===== src/rtl/riscv_pkg.sv =====
// Shared RV64 pipeline definitions: widths, fetch FSM
// states and the PC helpers used by the fetch stage.
package riscv_pkg;

    localparam int XLEN   = 64;
    localparam int INSN_W = 32;

    localparam logic [XLEN-1:0] DEF_RESET_PC = 64'h0;
    localparam logic [XLEN-1:0] PC_INC       = 64'd4;

    typedef enum logic {
        FETCH = 1'b0,
        HOLD  = 1'b1
    } fe_state_t;

    // Force a target onto a word boundary.
    function automatic logic [XLEN-1:0] align_pc(
        input logic [XLEN-1:0] a
    );
        return a & ~64'd3;
    endfunction

endpackage


===== src/rtl/fetch_stage_if.sv =====
// Instruction memory request/ack channel between the
// fetch stage (master) and instruction memory (slave).
interface fetch_stage_if;
    import riscv_pkg::*;

    logic              IMEM_REQ;
    logic [XLEN-1:0]   IMEM_ADDR;
    logic              IMEM_ACK;
    logic [INSN_W-1:0] IMEM_RDATA;

    modport master (
        output IMEM_REQ,
        output IMEM_ADDR,
        input  IMEM_ACK,
        input  IMEM_RDATA
    );

    modport slave (
        input  IMEM_REQ,
        input  IMEM_ADDR,
        output IMEM_ACK,
        output IMEM_RDATA
    );

endinterface


===== src/rtl/fetch_skid_buffer.sv =====
// One-entry IR/NPC holding register with valid flag,
// used when decode cannot take a word memory returned.
module fetch_skid_buffer
    import riscv_pkg::*;
(
    input  logic              CLK,
    input  logic              RST_N,
    input  logic              push,
    input  logic              pop,
    input  logic              flush,
    input  logic [INSN_W-1:0] ir_in,
    input  logic [XLEN-1:0]   npc_in,
    output logic              valid,
    output logic [INSN_W-1:0] ir,
    output logic [XLEN-1:0]   npc
);

    // Capture on push; flush beats everything, pop drains.
    always_ff @(posedge CLK or negedge RST_N) begin
        if (!RST_N) begin
            valid <= 1'b0;
            ir    <= '0;
            npc   <= '0;
        end else if (flush) begin
            valid <= 1'b0;
        end else if (push) begin
            valid <= 1'b1;
            ir    <= ir_in;
            npc   <= npc_in;
        end else if (pop) begin
            valid <= 1'b0;
        end
    end

endmodule


===== src/rtl/fetch_stage.sv =====
// RV64 instruction fetch stage: owns the PC, drives the
// DE latch. Optional skid buffer under FETCH_SKID_EN.
module fetch_stage
    import riscv_pkg::*;
#(
    parameter logic [XLEN-1:0] RESET_PC = DEF_RESET_PC
) (
    input  logic              CLK,
    input  logic              RST_N,
    fetch_stage_if.master     imem,
    input  logic              LD_DE,
    input  logic              DE_BR_STALL,
    input  logic              EXE_BR_STALL,
    input  logic              MEM_BR_STALL,
    input  logic              BR_REDIRECT,
    input  logic [XLEN-1:0]   BR_TARGET,
    output logic [XLEN-1:0]   DE_NPC,
    output logic [INSN_W-1:0] DE_IR,
    output logic              DE_V,
    output logic [XLEN-1:0]   FE_PC
);

    logic [XLEN-1:0] pc;
    logic [XLEN-1:0] pc_inc;
    logic            stall_any;
    logic            req;
    logic            deliver;

    assign stall_any = DE_BR_STALL | EXE_BR_STALL
                     | MEM_BR_STALL;
    assign pc_inc    = pc + PC_INC;
    assign deliver   = req & imem.IMEM_ACK;

    assign imem.IMEM_REQ  = req;
    assign imem.IMEM_ADDR = pc;
    assign FE_PC          = pc;

`ifdef FETCH_SKID_EN
    fe_state_t         state;
    logic              push;
    logic              pop;
    logic              skid_v;
    logic [INSN_W-1:0] skid_ir;
    logic [XLEN-1:0]   skid_npc;

    // Decode back-pressure does not stop fetch here;
    // only a full skid (HOLD) does.
    assign req  = (state == FETCH) & ~stall_any
                & ~BR_REDIRECT;
    assign push = deliver & ~LD_DE;
    assign pop  = (state == HOLD) & skid_v & LD_DE
                & ~BR_REDIRECT;

    fetch_skid_buffer u_skid (
        .CLK    (CLK),
        .RST_N  (RST_N),
        .push   (push),
        .pop    (pop),
        .flush  (BR_REDIRECT),
        .ir_in  (imem.IMEM_RDATA),
        .npc_in (pc_inc),
        .valid  (skid_v),
        .ir     (skid_ir),
        .npc    (skid_npc)
    );

    // FETCH/HOLD sequencing; redirect always returns to FETCH.
    always_ff @(posedge CLK or negedge RST_N) begin
        if (!RST_N) begin
            state <= FETCH;
        end else if (BR_REDIRECT) begin
            state <= FETCH;
        end else if (push) begin
            state <= HOLD;
        end else if (pop) begin
            state <= FETCH;
        end
    end
`else
    // Without a skid, a word may only be fetched when
    // decode can take it in the same cycle.
    assign req = ~stall_any & ~BR_REDIRECT & LD_DE;
`endif

    // PC: redirect wins, otherwise advance on delivery.
    always_ff @(posedge CLK or negedge RST_N) begin
        if (!RST_N) begin
            pc <= RESET_PC;
        end else if (BR_REDIRECT) begin
            pc <= align_pc(BR_TARGET);
        end else if (deliver) begin
            pc <= pc_inc;
        end
    end

    // DE latch: load word, skid entry, or a bubble.
    always_ff @(posedge CLK or negedge RST_N) begin
        if (!RST_N) begin
            DE_V   <= 1'b0;
            DE_IR  <= '0;
            DE_NPC <= '0;
        end else if (BR_REDIRECT) begin
            if (LD_DE) begin
                DE_V <= 1'b0;
            end
        end else if (deliver && LD_DE) begin
            DE_V   <= 1'b1;
            DE_IR  <= imem.IMEM_RDATA;
            DE_NPC <= pc_inc;
`ifdef FETCH_SKID_EN
        end else if (pop) begin
            DE_V   <= 1'b1;
            DE_IR  <= skid_ir;
            DE_NPC <= skid_npc;
`endif
        end else if (LD_DE) begin
            DE_V <= 1'b0;
        end
    end

endmodule


===== src/flat_wrapper.sv =====
// flat-port wrapper written by rule: the top's interface ports become plain ports
module fetch_stage_flat import riscv_pkg::*;
#(
    parameter logic [XLEN-1:0] RESET_PC = DEF_RESET_PC
)
  (CLK, RST_N, LD_DE, DE_BR_STALL, EXE_BR_STALL, MEM_BR_STALL, BR_REDIRECT, BR_TARGET, DE_NPC, DE_IR, DE_V, FE_PC, imem_IMEM_REQ, imem_IMEM_ADDR, imem_IMEM_ACK, imem_IMEM_RDATA);
  fetch_stage_if imem_i ();
  input  logic CLK;
  input  logic RST_N;
  input  logic LD_DE;
  input  logic DE_BR_STALL;
  input  logic EXE_BR_STALL;
  input  logic MEM_BR_STALL;
  input  logic BR_REDIRECT;
  input  logic [XLEN-1:0] BR_TARGET;
  output logic [XLEN-1:0] DE_NPC;
  output logic [INSN_W-1:0] DE_IR;
  output logic DE_V;
  output logic [XLEN-1:0] FE_PC;
  output wire logic [$bits(imem_i.IMEM_REQ)-1:0] imem_IMEM_REQ;
  output wire logic [$bits(imem_i.IMEM_ADDR)-1:0] imem_IMEM_ADDR;
  input wire logic [$bits(imem_i.IMEM_ACK)-1:0] imem_IMEM_ACK;
  input wire logic [$bits(imem_i.IMEM_RDATA)-1:0] imem_IMEM_RDATA;
  assign imem_IMEM_REQ = imem_i.IMEM_REQ;
  assign imem_IMEM_ADDR = imem_i.IMEM_ADDR;
  assign imem_i.IMEM_ACK = imem_IMEM_ACK;
  assign imem_i.IMEM_RDATA = imem_IMEM_RDATA;
  fetch_stage #(.RESET_PC(RESET_PC)) u_core (.CLK(CLK), .RST_N(RST_N), .imem(imem_i), .LD_DE(LD_DE), .DE_BR_STALL(DE_BR_STALL), .EXE_BR_STALL(EXE_BR_STALL), .MEM_BR_STALL(MEM_BR_STALL), .BR_REDIRECT(BR_REDIRECT), .BR_TARGET(BR_TARGET), .DE_NPC(DE_NPC), .DE_IR(DE_IR), .DE_V(DE_V), .FE_PC(FE_PC));
endmodule

===== config.mk =====
export PLATFORM = sky130hd
export DESIGN_NAME = fetch_stage_flat
export DESIGN_NICKNAME = d
export VERILOG_FILES = /design/src/rtl/riscv_pkg.sv /design/src/rtl/fetch_stage_if.sv /design/src/rtl/fetch_skid_buffer.sv /design/src/rtl/fetch_stage.sv /design/src/flat_wrapper.sv
export SDC_FILE = /design/constraint.sdc
export NUM_CORES = 1
export LEC_CHECK = 0
export CORE_ASPECT_RATIO = 0.7
export CORE_UTILIZATION = 45
export DETAILED_ROUTE_END_ITERATION = 7
export MAX_ROUTING_LAYER = met4
export PLACE_DENSITY = 0.88
export SYNTH_ARGS = -nofsm -noshare
export SYNTH_HDL_FRONTEND = slang
export SYNTH_SLANG_ARGS = --single-unit

===== constraint.sdc =====
create_clock -name CLK -period 6.7 [get_ports CLK]
set_input_delay 2.01 -clock CLK [delete_from_list [all_inputs] [get_ports CLK]]
set_output_delay 2.01 -clock CLK [all_outputs]
set_load 0.01 [all_outputs]

# Yosys cells after proc, flatten, opt, wreduce, memory -nomap -nowiden
# Index checks and enable logic that the tools add are counted.
[word_totals] reg_bits=161 out_inout_bits=226
[op_classes] muxes=5 bitwise=7 reduce_logical=3 n_addsub=1
[ops] op="2-to-1 mux 64 bit" n=2
[ops] op="adder 64 x 3 -> 64 bit, second input constant" n=1
[ops] op="bitwise AND 1 bit" n=3
[ops] op="2-to-1 mux 1 bit" n=3
[ops] op="inverter 1 bit" n=2
[ops] op="bitwise OR 1 bit" n=2
[ops] op="AND reduction 2 bit" n=1
[ops] op="nonzero test 2 bit" n=1
[ops] op="logical AND 1 bit" n=1

# Logic depth before layout (Yosys ltp)
# Gate-level depths: netlist of run 1.
[logic_depth] depth_word=9 ltp_mapped=8 mapped_depth_nobuf=6

# Least setup slack after synthesis of run 1
# OpenSTA, ideal clock, no wires.
[synth_timing] kind="input -> output" startpoint="input port BR_REDIRECT" endpoint="output port imem_IMEM_REQ" required_time_ps=4690 n_path_buf=1 setup_slack_ps=1847 arrival_ps=2843 path_stages=3 path_cell_list="nor4_1 > clkbuf_1 > and2_1"
[synth_between] elab_chain_len=3
[synth_rtl] element="from (decl)" line_no="flat_wrapper.sv:14" text="input logic BR_REDIRECT;"
[synth_rtl] element="inverter 1 bit (no source line)"
[synth_rtl] element="bitwise AND 1 bit (2 in a row)" line_no="fetch_stage.sv:82" text="assign req = ~stall_any & ~BR_REDIRECT & LD_DE;"
[synth_rtl] element="to (decl)" line_no="flat_wrapper.sv:20" text="output wire logic [$bits(imem_i.IMEM_REQ)-1:0] imem_IMEM_REQ;"
# No other way between the ends.

# Final worst setup path of run 1
[layout_timing] startpoint="input port EXE_BR_STALL" endpoint="output port imem_IMEM_REQ"
[layout_between] elab_chain_len=5
[layout_rtl] element="from (decl)" line_no="flat_wrapper.sv:12" text="input logic EXE_BR_STALL;"
[layout_rtl] element="bitwise OR 1 bit" line_no="fetch_stage.sv:29" text="assign stall_any = DE_BR_STALL | EXE_BR_STALL"
[layout_rtl] element="bitwise OR 1 bit" line_no="fetch_stage.sv:30" text="| MEM_BR_STALL;"
[layout_rtl] element="inverter 1 bit" line_no="fetch_stage.sv:82"
[layout_rtl] element="bitwise AND 1 bit (2 in a row)" line_no="fetch_stage.sv:82"
# No other way between the ends.

==> flow_summary_export.csv, run 1 <==
group,metric,value,unit
layout,register_area,0.00393,sq mm
die,die_h,118,um
setup_path,reg2reg_slack,3.68,ns
setup_path,critPathLaunch,"EXE_BR_STALL",
layout,final_layout_size_suffix_gt1_frac,0.0517,
pwr,p_leak,5.07,nW
timing,setup_viol,0,
setup_path,path_max_fanout,13,
logic_synthesis,syn-mean-instance-area,8.86,sq um
timing,slew_violations,0,
timing,hold_violations,0,
timing,setup-tns-final,0,ns
logic_synthesis,synth-seq-cells,157,
detailed_routing,antenna_left,0,
clock_network,cts-resized-gates,0,
global_routing,antenna_found_initial,0,
clock_network,cts_buffer_depth,2,
setup_path,r2r_cells,5,
timing,clock.fmax,176,MHz
logic_synthesis,synth_cells,970,
detailed_routing,dr_total_vias,8245,
layout,final_common_cell,"clkdlybuf4s50_1",
clock_network,cts_max_level,4,
detailed_routing,wl_met3,2.09,mm
detailed_routing,drc,0,
logic_synthesis,yosysWarnings,0,
pwr,p_per_area,250,mW/mm^2
detailed_routing,viasPerCell,5.74,
setup_path,end_kind,"primary output",
global_routing,grt_pass1_wl,43.9,mm
clock_network,cts_hold_buf,0,
global_routing,grt_max_degree,88,
clock_network,clockRootBuffer,"clkbuf_16",
layout,multi_input_area,0.00390,sq mm
setup_path,start_kind,"input pin",
detailed_routing,top_layer,"met4",
detailed_routing,met2_length,13.6,mm
setup_path,cp-endpoint,"imem_IMEM_REQ",
timing,setup_ws,1.00,ns
clock_network,insertion_delay,0.41,ns
layout,diodes,0,
detailed_routing,drt-total-wl,28.2,mm
global_routing,first_global_vias,7773,
setup_path,required,4.69,ns
logic_synthesis,synth_edf_count,0,
placed_design,place_ws,0.995,ns
detailed_routing,wl_met1,12.3,mm
timing,fin_crit,5.70,ns
die,core_region_area,0.0184,sq mm
placed_design,dp.cells,1404,
placed_design,numPortBuffers,321,
setup_path,r2r_end,"u_core.FE_PC[44]$_DFFE_PN0P_",
clock_network,cts_inserted_buffers,17,
clock_network,cts_setup_buffers,0,
global_routing,grt-ovfl-total,0,
die,fp.dieW,167,um
status,outcome,"finished clean",
setup_path,timing_worst_setup_path_type,"in -> out",
timing,skew,0.0113,ns
timing,slew_headroom,0.114,
clock_network,cts_tree,"done",
timing,rsz0062_at_grt,"false",
detailed_routing,wire_per_inst,19.6,um
logic_synthesis,ys.flop_type,"dfrtp_1",
detailed_routing,drt-initial-drc-count,947,
die,die_area,0.0197,sq mm
layout,synthToLayoutAreaGrowth,39.8,%
placed_design,place_congestion,0.848,
detailed_routing,firstDrtPassIters,7,
timing,fin_crit_sh,0.850,
logic_synthesis,syn-cell-area,0.00859,sq mm
clock_network,numClockSinks,157,
layout,fillers,1497,
run,max-cap-violations,0,
logic_synthesis,ys_seq_area_frac,0.457,
placed_design,post-dp-hpwl,20.0,mm
layout,instances_no_fill,1436,
die,rows,41,
clock_network,clk_pin_slew,0.06,ns
global_routing,global_route.usage.total,0.293,
setup_path,reg2reg_from,"u_core.FE_PC[17]$_DFFE_PN0P_",
die,start_util,0.468,
timing,timing.hold.ws,0.471,ns
logic_synthesis,async_flop_share,1.00,
layout,layout_common_cells,"319 x clkdlybuf4s50_1, 210 x nand2_1, 157 x dfrtp_1",
timing,worst_pin_slew,1.32,ns
layout,nets,1292,
logic_synthesis,synth_cell_types,52,
pwr,ir_drop,0.130,mV
hold_path,hold_class,"reg -> reg",
setup_path,crit_arrival,3.69,ns
die,ios,330,
## layout make-up
type	instances	area share
multi-input cells	672	0.324
well taps	236	0.0246
flip-flops and latches	157	0.327
clock inverters	12	0.0113
inverters	8	0.00250
repair buffers	331	0.273
clock buffers	20	0.0372
## how the worst min path moves through the flow
stage | start | to | slack [ns] | cells past startpoint
finish | u_core.DE_NPC[41]$_DFFE_PN0P_ | u_core.DE_NPC[41]$_DFFE_PN0P_ | 0.47 | 2
global route | u_core.DE_IR[1]$_DFFE_PN0P_ | u_core.DE_IR[1]$_DFFE_PN0P_ | 0.49 | 2
CTS | u_core.DE_NPC[41]$_DFFE_PN0P_ | u_core.DE_NPC[41]$_DFFE_PN0P_ | 0.47 | 2
detailed placement | u_core.DE_NPC[41]$_DFFE_PN0P_ | u_core.DE_NPC[41]$_DFFE_PN0P_ | 0.46 | 2
global placement | u_core.DE_NPC[56]$_DFFE_PN0P_ | u_core.DE_NPC[56]$_DFFE_PN0P_ | 0.45 | 2
floorplan | u_core.DE_NPC[41]$_DFFE_PN0P_ | u_core.DE_NPC[41]$_DFFE_PN0P_ | 0.51 | 2
## kinds of logic (layout without fill, tap and decap cells)
kind of cell | count (synthesis) | in the layout | synth area share
AOI/OAI and AO/OA | 185 | 185 | 0.139
xor gates and xnor gates | 42 | 42 | 0.0428
adders and majority gates | 1 | 1 | 0.00146
buffers and inverters | 146 | 371 | 0.0958
DFF | 157 | 157 | 0.457
muxes | 13 | 13 | 0.0154
other | 1 | 6 | 0.000436
and+or+nand+nor | 425 | 425 | 0.248
## worst max-delay path: stages
cell and delay [ns]:
clkdlybuf4s50_1 0.42, nor4_2 0.31, buf_4 0.27, and2_1 0.15, clkdlybuf4s50_1 0.53
## power by group
part	switching, mW	leakage (nW)	internal, mW	total, mW
Clock	0.408	0.283	0.564	0.972
Combinational	0.328	2.80	0.451	0.779
Sequential	0.160	1.99	1.09	1.25
## state kept, by name, summed over array words and instances, names as in the netlist
name,flops
u_core.DE_IR,32
u_core.DE_NPC,62
u_core.DE_V,1
u_core.FE_PC,62
## metrics by stage
| stage | utilization | total power [mW] | instance area, sq um |
|---|---|---|---|
| 2_1_floorplan | - | 1.56 | 8610 |
| 5_1_grt | 0.654 | 3.14 | 12000 |
| 6_report | 0.654 | 3.00 | 12000 |
| 4_1_cts | 0.654 | 3.02 | 12000 |
| 3_5_place_dp | 0.623 | 2.05 | 11400 |
| 3_3_place_gp | 0.623 | 2.02 | 11400 |
## per-layer routing
metal  GRT usage  vias to the layer above
li1            -                     3805
met1       0.387                     4044
met2       0.471                      380
met3      0.0599                       16
met4      0.0556                        0
met5           -                        -
## synth_stat cells, types with 4 or more instances
| cell type | n | area (sq um) |
|---|---|---|
| dfrtp_1 | 157 | 3930 |
| clkbuf_1 | 50 | 188 |
| inv_1 | 8 | 30.0 |
| nor2_1 | 26 | 97.6 |
| a21oi_1 | 18 | 90.1 |
| buf_1 | 6 | 22.5 |
| or4_1 | 14 | 105 |
| buf_4 | 69 | 518 |
| o21ai_0 | 82 | 410 |
| nand3_1 | 33 | 165 |
| a221o_1 | 18 | 180 |
| nor4_1 | 25 | 156 |
| xor2_1 | 16 | 140 |
| nand2b_1 | 5 | 31.3 |
| o311ai_0 | 4 | 35.0 |
| and4_1 | 7 | 61.3 |
| or3_1 | 8 | 50.1 |
| nor3_1 | 15 | 75.1 |
| nor3b_1 | 6 | 45.0 |
| buf_2 | 9 | 45.0 |
| o211ai_1 | 5 | 37.5 |
| a31oi_1 | 7 | 43.8 |
| clkbuf_2 | 4 | 20.0 |
| a21o_1 | 11 | 82.6 |
| nor2b_1 | 6 | 37.5 |
| a22oi_1 | 25 | 188 |
| nand2_1 | 211 | 792 |
| xnor2_1 | 26 | 228 |
| and3_1 | 24 | 150 |
| nand4_1 | 28 | 175 |
| mux2i_1 | 11 | 110 |
(Power assumes the default switching activity.)
==> run 2: changes to the inputs <==
--- a/config.mk
+++ b/config.mk
@@ -6,9 +6,9 @@
 export NUM_CORES = 1
 export LEC_CHECK = 0
 export CORE_ASPECT_RATIO = 0.7
+export CORE_MARGIN = 2
 export CORE_UTILIZATION = 45
 export DETAILED_ROUTE_END_ITERATION = 7
-export MAX_ROUTING_LAYER = met4
 export PLACE_DENSITY = 0.88
 export SYNTH_ARGS = -nofsm -noshare
 export SYNTH_HDL_FRONTEND = slang
==> run 2 against run 1 <==
Compared with the run above: routed wire length is 1.1% higher; fmax is 1.5% higher; highest routed layer unchanged; sequential power hardly changed; core utilization is 1.6 points lower.
==> flow_summary_export.csv, run 2 (same netlist as run 1, synthesis figures left out) <==
group,metric,value,unit
status,outcome,"finished clean",
clock_network,cts_setup_buffers,0,
timing,worst_pin_slew,1.35,ns
detailed_routing,wire_per_inst,19.8,um
clock_network,insertion_delay,0.42,ns
detailed_routing,drt-initial-drc-count,935,
die,die_h,120,um
layout,nets,1294,
timing,fin_crit,5.61,ns
layout,instances_no_fill,1444,
die,die_area,0.0202,sq mm
setup_path,required,4.69,ns
global_routing,antenna_found_initial,0,
hold_path,hold_class,"reg -> reg",
layout,final_layout_size_suffix_gt1_frac,0.0549,
global_routing,first_global_vias,8101,
layout,layout_common_cells,"319 x clkdlybuf4s50_1, 210 x nand2_1, 157 x dfrtp_1",
clock_network,cts_inserted_buffers,17,
clock_network,cts_hold_buf,0,
setup_path,cp_common_cell,"clkdlybuf4s50_1",
timing,fin_crit_sh,0.837,
placed_design,dp.cells,1412,
timing,slew_headroom,0.0923,
timing,setup-tns-final,0,ns
setup_path,start_kind,"input pin",
pwr,finalPower,2.96,mW
clock_network,clockRootBuffer,"clkbuf_16",
setup_path,timing_worst_setup_path_type,"in -> out",
timing,skew,0.0151,ns
detailed_routing,drc,0,
clock_network,cts_tree,"done",
die,core_region_area,0.0188,sq mm
setup_path,slowest_delay,0.53,ns
layout,final_common_cell,"clkdlybuf4s50_1",
layout,final_area,0.0120,sq mm
layout,diodes,0,
clock_network,cts_max_level,4,
setup_path,path_max_fanout,2,
detailed_routing,drt-total-wl,28.5,mm
die,rows,42,
timing,hold_violations,0,
placed_design,place_congestion,0.876,
global_routing,grt_max_degree,124,
setup_path,crit_arrival,3.60,ns
global_routing,grt-ovfl-total,0,
setup_path,crit_path_cell_trace,"clkdlybuf4s50_1 > nor4_2 > and2_1 > clkdlybuf4s50_1",
clock_network,numClockSinks,157,
clock_network,cts-resized-gates,0,
setup_path,cp_num_buf_inv,2,
detailed_routing,viasPerCell,5.80,
global_routing,global_route.usage.total,0.279,
pwr,ir_drop,0.137,mV
timing,setup_viol,0,
die,start_util,0.457,
placed_design,post-dp-hpwl,20.2,mm
die,fp.dieW,169,um
timing,slew_violations,0,
timing,timing.hold.ws,0.477,ns
detailed_routing,antenna_left,0,
timing,rsz0062_at_grt,"false",
pwr,p_per_area,246,mW/mm^2
pwr,p_leak,5.07,nW
clock_network,clk_pin_slew,0.07,ns
die,ios,330,
detailed_routing,dr_total_vias,8374,
detailed_routing,firstDrtPassIters,5,
timing,clock.fmax,178,MHz
setup_path,cp_slowest_cell,"clkdlybuf4s50_1",
run,max-cap-violations,0,
clock_network,cts_buffer_depth,2,
placed_design,numPortBuffers,321,
layout,synthToLayoutAreaGrowth,39.8,%
global_routing,grt_pass1_wl,44.4,mm
setup_path,end_kind,"primary output",
placed_design,placed_area,0.0115,sq mm
setup_path,crit_family,"buffers and inverters",
-- run 2: report_power, final --
part | switching, mW | internal (mW) | total (mW)
clock | 0.437 | 0.488 | 0.925
sequential | 0.160 | 1.09 | 1.25
combinational | 0.332 | 0.451 | 0.783
-- run 2: through the flow --
stage          setup slack (ns)  utilization
2_1_floorplan              1.85            -
3_5_place_dp               1.10        0.609
4_1_cts                    1.10        0.639
6_report                   1.09        0.639
5_1_grt                    1.09        0.639
3_3_place_gp               1.09        0.609
-- run 2: per-layer routing --
metal | global-route usage | wire length (um) | vias to the layer above
met4 | 0.0657 | 360 | 0
met2 | 0.463 | 13800 | 442
met5 | 0 | 0 | -
li1 | - | - | 3810
met3 | 0.0696 | 2630 | 34
met1 | 0.370 | 11700 | 4088
-- run 2: layout make-up --
| cell class | instances | area [sq um] |
|---|---|---|
| Fill cell | 1523 | 6800 |
| Sequential cell | 157 | 3930 |
| Multi-Input combinational cell | 672 | 3900 |
| Timing Repair Buffer | 333 | 3300 |
| Clock buffer | 17 | 425 |
| Tap cell | 242 | 303 |
| Clock inverter | 15 | 130 |
| Inverter | 8 | 30.0 |
-- run 2: final timing paths --
path | from | to | slack, ns | cells after the start
worst max-delay path | EXE_BR_STALL | imem_IMEM_REQ | 1.09 | 4
worst min-delay path | u_core.DE_NPC[44]$_DFFE_PN0P_ | u_core.DE_NPC[44]$_DFFE_PN0P_ | 0.48 | 1
worst max register to register | u_core.FE_PC[17]$_DFFE_PN0P_ | u_core.FE_PC[44]$_DFFE_PN0P_ | 3.64 | 5
worst min register to register | u_core.DE_NPC[44]$_DFFE_PN0P_ | u_core.DE_NPC[44]$_DFFE_PN0P_ | 0.48 | 1
max in group asynchronous | RST_N | u_core.DE_NPC[33]$_DFFE_PN0P_ | 4.00 | 2
min in group asynchronous | RST_N | u_core.FE_PC[10]$_DFFE_PN0P_ | 1.59 | 1
==> run 3: changes to the inputs <==
--- a/config.mk
+++ b/config.mk
@@ -7,9 +7,9 @@
 export LEC_CHECK = 0
 export CORE_ASPECT_RATIO = 0.7
 export CORE_MARGIN = 2
-export CORE_UTILIZATION = 45
+export CORE_UTILIZATION = 40
 export DETAILED_ROUTE_END_ITERATION = 7
-export PLACE_DENSITY = 0.88
+export PLACE_DENSITY = 0.83
 export SYNTH_ARGS = -nofsm -noshare
 export SYNTH_HDL_FRONTEND = slang
 export SYNTH_SLANG_ARGS = --single-unit
==> constraint.sdc (replaced) <==
create_clock -name CLK -period 4.7 [get_ports CLK]
set_input_delay 1.41 -clock CLK [delete_from_list [all_inputs] [get_ports CLK]]
set_output_delay 1.41 -clock CLK [all_outputs]
set_load 0.01 [all_outputs]
==> run 3 against run 2 <==
Compared with the run above: non-clock buffer count up 3; routed wire length up 0.77%; count of clock-buffer cells in the layout up 2; clock power up 47%; cell count up 2.6%; sequential power up 42%; global-route usage down 2.9 points; register-to-register slack worse by 2.0 ns; sequential cell count unchanged; largest cell class unchanged; largest power group unchanged.
==> flow_summary_export.csv, run 3 (same netlist as run 1, synthesis figures left out) <==
group,metric,value,unit
detailed_routing,drc,0,
clock_network,cts_max_level,4,
setup_path,required,3.29,ns
detailed_routing,drt-total-wl,28.7,mm
timing,skew,0.0141,ns
pwr,p_leak,5.09,nW
setup_path,r2r_cells,5,
placed_design,numPortBuffers,321,
timing,worst_pin_slew,1.36,ns
detailed_routing,dr_total_vias,8290,
clock_network,cts_tree,"done",
detailed_routing,drt-initial-drc-count,771,
die,die_h,127,um
hold_path,hold_path_depth,2,
timing,setup-tns-final,0,ns
setup_path,crit_arrival,2.99,ns
global_routing,busiest_layer,"met2",
global_routing,grt_pass1_wl,43.9,mm
hold_path,worstHoldEndpoint,"u_core.DE_NPC[41]$_DFFE_PN0P_",
die,rows,44,
clock_network,clk_pin_slew,0.06,ns
layout,final_common_cell,"clkdlybuf4s50_1",
layout,layout_common_cells,"319 x clkdlybuf4s50_1, 210 x nand2_1, 157 x dfrtp_1",
clock_network,cts_buffer_depth,2,
clock_network,numClockSinks,157,
layout,diodes,0,
setup_path,r2r_end,"u_core.FE_PC[46]$_DFFE_PN0P_",
detailed_routing,antenna_left,0,
placed_design,place_congestion,0.846,
timing,timing.hold.ws,0.473,ns
layout,synthToLayoutAreaGrowth,41.0,%
clock_network,cts_inserted_buffers,17,
global_routing,antenna_found_initial,0,
die,start_util,0.411,
layout,final_layout_size_suffix_gt1_frac,0.0556,
timing,clock.fmax,227,MHz
pwr,p_per_area,351,mW/mm^2
setup_path,end_kind,"primary output",
setup_path,reg2reg_from,"u_core.FE_PC[21]$_DFFE_PN0P_",
placed_design,post-dp-hpwl,20.3,mm
timing,slew_headroom,0.0882,
timing,fin_crit_sh,0.935,
clock_network,insertion_delay,0.42,ns
setup_path,start_kind,"input pin",
status,outcome,"finished clean",
hold_path,hold_class,"reg -> reg",
setup_path,critPathLaunch,"EXE_BR_STALL",
layout,nets,1297,
global_routing,global_route.usage.total,0.250,
die,ios,330,
clock_network,cts_setup_buffers,0,
clock_network,clockRootBuffer,"clkbuf_16",
timing,fin_crit,4.40,ns
timing,setup_viol,0,
hold_path,hp-start,"u_core.DE_NPC[41]$_DFFE_PN0P_",
run,max-cap-violations,0,
die,die_area,0.0227,sq mm
global_routing,met1_usage,0.341,
pwr,ir_drop,0.261,mV
timing,hold_violations,0,
setup_path,path_max_fanout,2,
timing,rsz0062_at_grt,"false",
clock_network,cts-resized-gates,0,
setup_path,reg2reg_slack,1.61,ns
timing,slew_violations,0,
global_routing,first_global_vias,7663,
global_routing,grt-ovfl-total,0,
die,core_region_area,0.0209,sq mm
detailed_routing,wire_per_inst,19.4,um
setup_path,timing_worst_setup_path_type,"in -> out",
detailed_routing,viasPerCell,5.60,
die,fp.dieW,179,um
global_routing,grtUsageMet2,0.394,
detailed_routing,firstDrtPassIters,6,
clock_network,cts_hold_buf,0,
global_routing,grt_max_degree,110,
global_routing,use_met3,0.0713,
run 3: changes by cell type in the layout (fill, tap and decap cells not counted):
cell,before,now
inv_6,6,2
clkinv_2,3,1
buf_2,1,0
clkinv_8,1,0
buf_12,0,2
buf_4,12,14
clkinv_4,1,4
bufinv_16,0,1
clkinvlp_4,2,3
clkbuf_1,0,2
run 3: cell type report:
class                           instances  area [sq um]
Clock inverter                         13           133
Sequential cell                       157          3930
Fill cell                            1830          8800
Inverter                                8          30.0
Clock buffer                           19           433
Multi-Input combinational cell        672          3900
Tap cell                              276           345
Timing Repair Buffer                  336          3350
run 3: worst max-delay path: stages:
cell and delay [ns]:
clkdlybuf4s50_1 0.41, nor4_2 0.44, and2_1 0.20, clkdlybuf4s50_1 0.53
run 3: worst max-delay path by stage:
stage / endpoint / slack [ns]
after floorplan: imem_IMEM_REQ / 1.05
after global placement: imem_IMEM_REQ / 0.27
after detailed placement: imem_IMEM_REQ / 0.28
after CTS: imem_IMEM_REQ / 0.28
after global routing: imem_IMEM_REQ / 0.23
final: imem_IMEM_REQ / 0.30
run 3: power breakdown:
group	leakage [nW]	total [mW]	internal, mW	switching [mW]
registers	1.99	1.78	1.56	0.227
clock network	0.268	1.36	0.743	0.618
logic	2.84	1.11	0.645	0.466
run 3: routing by layer:
metal  up-vias  wire length (um)
met5         -                 0
met4         0               454
met3        42              3050
met2       427             13200
met1      4008             12000
li1       3813                 -
run 3: per-stage QoR:
stage	utilization	worst slack, ns	std cells	instance area [sq um]	total power [mW]
6_report	0.579	0.303	1481	12100	4.26
4_1_cts	0.579	0.277	1481	12100	4.29
5_1_grt	0.579	0.227	1481	12100	4.47
3_5_place_dp	0.552	0.277	1449	11500	2.92
3_3_place_gp	0.552	0.266	1449	11500	2.89
2_1_floorplan	-	1.05	975	8610	2.23
